File: src/rtl/seq_alu_if.sv
// Handshake and operand bundle between the decode stage, seq_alu and write-back.
interface seq_alu_if #(
   parameter int WIDTH = 16
) ();
   logic             in_valid;
   logic             in_ready;
   logic [1:0]       mode;
   logic             ci;
   logic             nb;
   logic             ic;
   logic             zb;
   logic             na;
   logic             xo;
   logic             no;
   logic [WIDTH-1:0] a;
   logic [WIDTH-1:0] b;
   logic             out_valid;
   logic             out_ready;
   logic [WIDTH-1:0] out;
   logic             co;
   logic             zf;
   logic             nf;

   modport master (
      output in_valid, mode, ci, nb, ic, zb, na, xo, no, a, b, out_ready,
      input  in_ready, out_valid, out, co, zf, nf
   );

   modport slave (
      input  in_valid, mode, ci, nb, ic, zb, na, xo, no, a, b, out_ready,
      output in_ready, out_valid, out, co, zf, nf
   );
endinterface

File: src/rtl/seq_alu.sv
// seq_alu: handshaked ALU with the classic seven control bits plus an
// iterative one-bit-per-cycle right-shift unit (SRL / SRA / ROR).
// One operation in flight; results and flags are registered and held
// until the consumer takes them.
module seq_alu #(
   parameter int WIDTH = 16,
   parameter int SHW   = $clog2(WIDTH)
) (
   input  logic      clk,
   input  logic      rst,
   seq_alu_if.slave  bus
);

   localparam logic [1:0] IDLE  = 2'd0;
   localparam logic [1:0] SHIFT = 2'd1;
   localparam logic [1:0] DONE  = 2'd2;

   localparam logic [1:0] MODE_ALU = 2'b00;
   localparam logic [1:0] MODE_SRL = 2'b01;
   localparam logic [1:0] MODE_SRA = 2'b10;
   localparam logic [1:0] MODE_ROR = 2'b11;

   localparam logic [SHW-1:0] CNT_ZERO = {SHW{1'b0}};
   localparam logic [SHW-1:0] CNT_ONE  = {{(SHW-1){1'b0}}, 1'b1};

   logic [1:0]       state;
   logic [1:0]       op_mode;
   logic [WIDTH-1:0] sreg;
   logic [SHW-1:0]   cnt;
   logic [WIDTH-1:0] res;
   logic             res_co;
   logic             res_zf;
   logic             res_nf;

   logic [WIDTH-1:0] a1;
   logic [WIDTH-1:0] b0;
   logic [WIDTH-1:0] b1;
   logic [WIDTH:0]   sum;
   logic [WIDTH-1:0] alu_r;
   logic [WIDTH-1:0] alu_out;
   logic             alu_co;
   logic [WIDTH-1:0] step_val;
   logic             step_co;
   logic [SHW-1:0]   shamt;

   // One right-shift step; the vacated MSB depends on the shift kind.
   function automatic logic [WIDTH-1:0] shift_one(input logic [1:0] m,
                                                  input logic [WIDTH-1:0] v);
      logic [WIDTH-1:0] r;
      case (m)
         MODE_SRL: r = {1'b0, v[WIDTH-1:1]};
         MODE_SRA: r = {v[WIDTH-1], v[WIDTH-1:1]};
         MODE_ROR: r = {v[0], v[WIDTH-1:1]};
         default:  r = v;
      endcase
      return r;
   endfunction

   // Zero flag of a result word.
   function automatic logic is_zero(input logic [WIDTH-1:0] v);
      return (v == {WIDTH{1'b0}});
   endfunction

   assign bus.in_ready  = (state == IDLE);
   assign bus.out_valid = (state == DONE);
   assign bus.out       = res;
   assign bus.co        = res_co;
   assign bus.zf        = res_zf;
   assign bus.nf        = res_nf;
   assign shamt         = bus.b[SHW-1:0];

   // Combinational ALU datapath driven straight from the request operands.
   always_comb begin
      a1      = bus.na ? ~bus.a : bus.a;
      b0      = bus.zb ? {WIDTH{1'b0}} : bus.b;
      b1      = bus.nb ? ~b0 : b0;
      sum     = {1'b0, a1} + {1'b0, b1} + {{WIDTH{1'b0}}, bus.ci};
      alu_r   = {WIDTH{1'b0}};
      alu_co  = 1'b0;
      if (!bus.ic) begin
         alu_r  = sum[WIDTH-1:0];
         alu_co = sum[WIDTH];
      end else if (bus.xo) begin
         alu_r  = a1 | b1;
      end else begin
         alu_r  = a1 ^ b1;
      end
      alu_out = bus.no ? ~alu_r : alu_r;
   end

   // Next value of the shift register and the bit falling off its LSB.
   always_comb begin
      step_val = shift_one(op_mode, sreg);
      step_co  = sreg[0];
   end

   // Control FSM, shift engine and the held result/flag registers.
   always_ff @(posedge clk or posedge rst) begin
      if (rst) begin
         state   <= IDLE;
         op_mode <= MODE_ALU;
         sreg    <= {WIDTH{1'b0}};
         cnt     <= CNT_ZERO;
         res     <= {WIDTH{1'b0}};
         res_co  <= 1'b0;
         res_zf  <= 1'b1;
         res_nf  <= 1'b0;
      end else begin
         case (state)
            IDLE: begin
               if (bus.in_valid) begin
                  if (bus.mode == MODE_ALU) begin
                     res    <= alu_out;
                     res_co <= alu_co;
                     res_zf <= is_zero(alu_out);
                     res_nf <= alu_out[WIDTH-1];
                     state  <= DONE;
                  end else begin
                     sreg    <= bus.a;
                     cnt     <= shamt;
                     op_mode <= bus.mode;
                     if (shamt == CNT_ZERO) begin
                        // Zero-length shift: the operand is the result, nothing shifted out.
                        res    <= bus.a;
                        res_co <= 1'b0;
                        res_zf <= is_zero(bus.a);
                        res_nf <= bus.a[WIDTH-1];
                        state  <= DONE;
                     end else begin
                        state  <= SHIFT;
                     end
                  end
               end else begin
                  state <= IDLE;
               end
            end
            SHIFT: begin
               sreg <= step_val;
               cnt  <= cnt - CNT_ONE;
               if (cnt == CNT_ONE) begin
                  // Last step: publish the result only now so out stays stable until then.
                  res    <= step_val;
                  res_co <= step_co;
                  res_zf <= is_zero(step_val);
                  res_nf <= step_val[WIDTH-1];
                  state  <= DONE;
               end else begin
                  state  <= SHIFT;
               end
            end
            DONE: begin
               if (bus.out_ready) begin
                  state <= IDLE;
               end else begin
                  state <= DONE;
               end
            end
            default: begin
               state <= IDLE;
            end
         endcase
      end
   end

endmodule
File: src/flat_wrapper.sv
// flat-port wrapper written by rule: the top's interface ports become plain ports
module seq_alu_flat 
#(
   parameter int WIDTH = 16,
   parameter int SHW   = $clog2(WIDTH)
)
  (clk, rst, bus_in_valid, bus_mode, bus_ci, bus_nb, bus_ic, bus_zb, bus_na, bus_xo, bus_no, bus_a, bus_b, bus_out_ready, bus_in_ready, bus_out_valid, bus_out, bus_co, bus_zf, bus_nf);
  seq_alu_if #(.WIDTH(WIDTH)) bus_i ();
  input  logic clk;
  input  logic rst;
  input wire logic [$bits(bus_i.in_valid)-1:0] bus_in_valid;
  input wire logic [$bits(bus_i.mode)-1:0] bus_mode;
  input wire logic [$bits(bus_i.ci)-1:0] bus_ci;
  input wire logic [$bits(bus_i.nb)-1:0] bus_nb;
  input wire logic [$bits(bus_i.ic)-1:0] bus_ic;
  input wire logic [$bits(bus_i.zb)-1:0] bus_zb;
  input wire logic [$bits(bus_i.na)-1:0] bus_na;
  input wire logic [$bits(bus_i.xo)-1:0] bus_xo;
  input wire logic [$bits(bus_i.no)-1:0] bus_no;
  input wire logic [$bits(bus_i.a)-1:0] bus_a;
  input wire logic [$bits(bus_i.b)-1:0] bus_b;
  input wire logic [$bits(bus_i.out_ready)-1:0] bus_out_ready;
  output wire logic [$bits(bus_i.in_ready)-1:0] bus_in_ready;
  output wire logic [$bits(bus_i.out_valid)-1:0] bus_out_valid;
  output wire logic [$bits(bus_i.out)-1:0] bus_out;
  output wire logic [$bits(bus_i.co)-1:0] bus_co;
  output wire logic [$bits(bus_i.zf)-1:0] bus_zf;
  output wire logic [$bits(bus_i.nf)-1:0] bus_nf;
  assign bus_i.in_valid = bus_in_valid;
  assign bus_i.mode = bus_mode;
  assign bus_i.ci = bus_ci;
  assign bus_i.nb = bus_nb;
  assign bus_i.ic = bus_ic;
  assign bus_i.zb = bus_zb;
  assign bus_i.na = bus_na;
  assign bus_i.xo = bus_xo;
  assign bus_i.no = bus_no;
  assign bus_i.a = bus_a;
  assign bus_i.b = bus_b;
  assign bus_i.out_ready = bus_out_ready;
  assign bus_in_ready = bus_i.in_ready;
  assign bus_out_valid = bus_i.out_valid;
  assign bus_out = bus_i.out;
  assign bus_co = bus_i.co;
  assign bus_zf = bus_i.zf;
  assign bus_nf = bus_i.nf;
  seq_alu #(.WIDTH(WIDTH), .SHW(SHW)) u_core (.clk(clk), .rst(rst), .bus(bus_i));
endmodule
File: config.mk
export PLATFORM = sky130hd
export DESIGN_NAME = seq_alu_flat
export DESIGN_NICKNAME = d
export VERILOG_FILES = /design/src/rtl/seq_alu_if.sv /design/src/rtl/seq_alu.sv /design/src/flat_wrapper.sv
export SDC_FILE = /design/constraint.sdc
export NUM_CORES = 1
export LEC_CHECK = 0
export CORE_AREA = 8 8 106 108
export DETAILED_ROUTE_END_ITERATION = 8
export DIE_AREA = 0 0 114 116
export HOLD_SLACK_MARGIN = 0.02
export PLACE_DENSITY = 0.81
export SETUP_SLACK_MARGIN = 0.4
export SYNTH_ARGS = -nofsm -noshare
export SYNTH_HDL_FRONTEND = slang
export SYNTH_SLANG_ARGS = --single-unit
File: constraint.sdc
create_clock -name clk -period 2 [get_ports clk]
set_input_delay 0.4 -clock clk [delete_from_list [all_inputs] [get_ports clk]]
set_output_delay 0.4 -clock clk [all_outputs]
set_load 0.05 [all_outputs]
==> run metrics <==
EDFF count, synth=0; max_slew headroom=67.6%; number of max-cap violations=0; Synth cell types=66; synth top area cells=dfrtp_1 23%, ha_1 9.3%, nand2_1 7.0%; r2r setup slk=0.14 ns; placed instance area=6130 um2; min-delay worst type=in -> async; CTS hold repair buffers=0; Post-Syn Area=approximately 4400 um2; final setup vio count=18; outcome=finished, violations left; largest net degree at the start of global routing=43; drt pass-1 iters=5; CTS tree=yes; pwr dens=~1100 nW/um2; drt drc=0; Avg WL per Cell=18.2 um; crit start category=input pin; fin area=7250 um2; Top delay family on crit path=simple AND/OR/NAND/NOR gates; Worst Hold Margin=0.445 ns; delay of the slowest cell on the worst path=0.44 ns; Final Skew=0.0112 ns; Detail Route met3 WL=approximately 1.1 mm; CTS Buffer Depth=2; syn_nets=between 600 and 700; Top-Level Pins=66; Comb pwr share=a little over two thirds; Sink Count=42; WP data arrival=3.35 ns; Clock Latency Late Sink=0.31 ns; internal power=3.79 mW; Die Height=116 um; most frequent cells in the layout=131 x buf_4, 79 x nand2_1, 46 x nor2_1; sw frac=between 50% and 60%; Fill cells=702; Initial Utilization=46.6%; antenna violations before repair=0; Vias=~5200; top layer in use=met4; FF-to-FF Start=u_core.sreg[13]; Synth Flop Type=dfrtp_1; H-tree level count=2; post-synthesis instance total=between 500 and 600; Worst EP required=2.22 ns; Port Buf Inserts=65; gpl congestion=just over 0.9; most common cell after layout, fill and taps aside=buf_4; CTS buffer count=5; sequential area share after synthesis=approximately a quarter; M1 WL=6.90 mm; met2 routed WL=8.57 mm; Yosys top cell by area=dfrtp_1; crit path time final=3.13 ns; reg2reg path depth=6; HPWL after detailed placement=12.1 mm; drt total wl=approximately 17 mm; Seq pwr share=between 20 and 25%; failing checks=negative setup slack; crit share post-route=157%; area of the core=9550 um2; Worst-Margin Slew=0.481 ns; post-synth top area share=23.1%; final hold violations=0; WS Path Type=in -> reg; leak pwr=3.35 nW; CP Max Fanout=3; Row Count=36; Final Worst Setup Slack=-1.13 ns; Sw Pwr=slightly above 4 mW; Yosys warning total=0; maximum vdd ir drop=0.830 mV; fin. max-slew vios=0; Die Wd=114 um; #FFs+latches synth=42; unrepaired setup endpoints after global routing=yes; aggregate global routing overflow=0; first-pass GRT wire length=25.9 mm; vias per std cell=5.65; root buffer cell=clkbuf_8; critical path's slowest cell=fa_2; post-detailed-route count of antenna-violating nets=0; n_diodes=0; Avg Cell Area, Syn=7.48 um2; area delta synth->final=62.9%; die area=around 13000 um2; Crit. End Element=flip-flop; worst path bufs/invs=1; clock share of power=7.7%; Reg clk slew, reported paths=roughly 0.1 ns; RR Endpoint=u_core.bus.zf; Async S/R FF share, synth=100%; crit path cell chain=buf_6 -> nor2b_4 -> xnor2_4 -> fa_2 -> fa_2 -> nor2b_1 -> o21ai_1 -> nand2_1 -> or4_1 -> mux2i_1 -> nand2_1 -> nor4_2 -> o211ai_1 -> o41ai_2; Final #Nets=872; vias in the first global route=~5100; layout cell share with drive strength beyond 1=approximately two fifths; All-Layer GR Usage=~24%; initial drt markers=406; Max Fclk=~320 MHz
[layer usage]
metal | GRT usage, % | vias to the layer above
met2 | 42.8 | 222
met1 | 30.9 | 2505
met4 | 5.68 | 0
li1 | - | 2463
met3 | 3.18 | 41
met5 | 0 | -
[through the flow]
step / util (%) / instances / TNS [ns] / setup slack, ns / total power [mW]
after floorplan: - / 595 / -14.22 / -1.31 / 4.59
after global placement: 64.2 / 874 / -28.56 / -1.90 / 6.17
after detailed placement: 64.2 / 874 / -29.55 / -1.99 / 6.29
after CTS: 72.0 / 907 / -13.48 / -1.18 / 7.24
after global routing: 75.9 / 926 / -16.65 / -1.26 / 8.30
final: 75.9 / 926 / -14.82 / -1.13 / 7.84
[logic make-up after synthesis]
group	after synthesis	share of synthesized area, %
simple gates	229	24.0
xor+xnor	50	9.84
mux	10	2.28
flops	42	23.7
buf+inv	75	6.75
fa+ha+maj	35	10.2
compound gates	154	23.3
[cell usage after synthesis (all sizes together), types with 8 or more instances]
cell,instances
a21oi,37
a31oi,8
buf,13
clkbuf,21
dfrtp,41
ha,33
inv,41
mux2i,9
nand2,84
nand2b,19
nand3,15
nor2,61
nor2b,10
nor3,8
o21ai,41
o22ai,9
xnor2,25
xor2,25
[registers in the layout, summed over array words and instances (netlist names)]
signal	count
u_core.bus.co	1
u_core.bus.out	16
u_core.bus.zf	1
u_core.cnt	4
u_core.op_mode	2
u_core.sreg	16
u_core.state	2
[layout make-up]
cell class                      count  area (um2)  area share (%)
Clock buffer                        5        68.8           0.950
Clock inverter                      3        23.8           0.328
Inverter                           41         154            2.12
Multi-Input combinational cell    478        3870            53.4
Sequential cell                    42        1050            14.6
Tap cell                          133         166            2.30
Timing Repair Buffer              224        1910            26.4
[worst min-delay path, cell delays in order]
cell and delay [ns]:
clkdlybuf4s50_1 0.40, inv_1 0.10, buf_12 0.24
[power groups by stage]
| stage | clock network [mW] | logic (mW) | registers, mW |
|---|---|---|---|
| after floorplan | 0 | 2.40 | 2.19 |
| after global placement | 0 | 4.50 | 1.66 |
| after detailed placement | 0 | 4.60 | 1.68 |
| after CTS | 0.597 | 4.97 | 1.68 |
| after global routing | 0.641 | 5.87 | 1.79 |
| final | 0.603 | 5.49 | 1.75 |
[worst max-delay path by stage]
stage	startpoint	end	slack, ns	cells after the start
5_1_grt	bus_b[0]	u_core.bus.zf	-1.26	14
3_5_place_dp	bus_b[0]	u_core.bus.zf	-1.99	14
4_1_cts	bus_b[0]	u_core.bus.zf	-1.18	14
3_3_place_gp	bus_b[0]	u_core.bus.zf	-1.90	14
6_report	bus_b[0]	u_core.bus.zf	-1.13	14
2_1_floorplan	bus_nb	u_core.bus.zf	-1.31	14
[what timing repair did]
| item | in CTS | in global routing |
|---|---|---|
| gates cloned | 0 | 1 |
| pin swaps | 53 | 64 |
| setup buffers | 25 | 18 |
| endpoints found under the hold margin | 0 | 0 |
| setup endpoints to repair | 57 | 44 |
| resized for setup | 170 | 88 |
No activity file was read; power rests on OpenSTA's default activity.
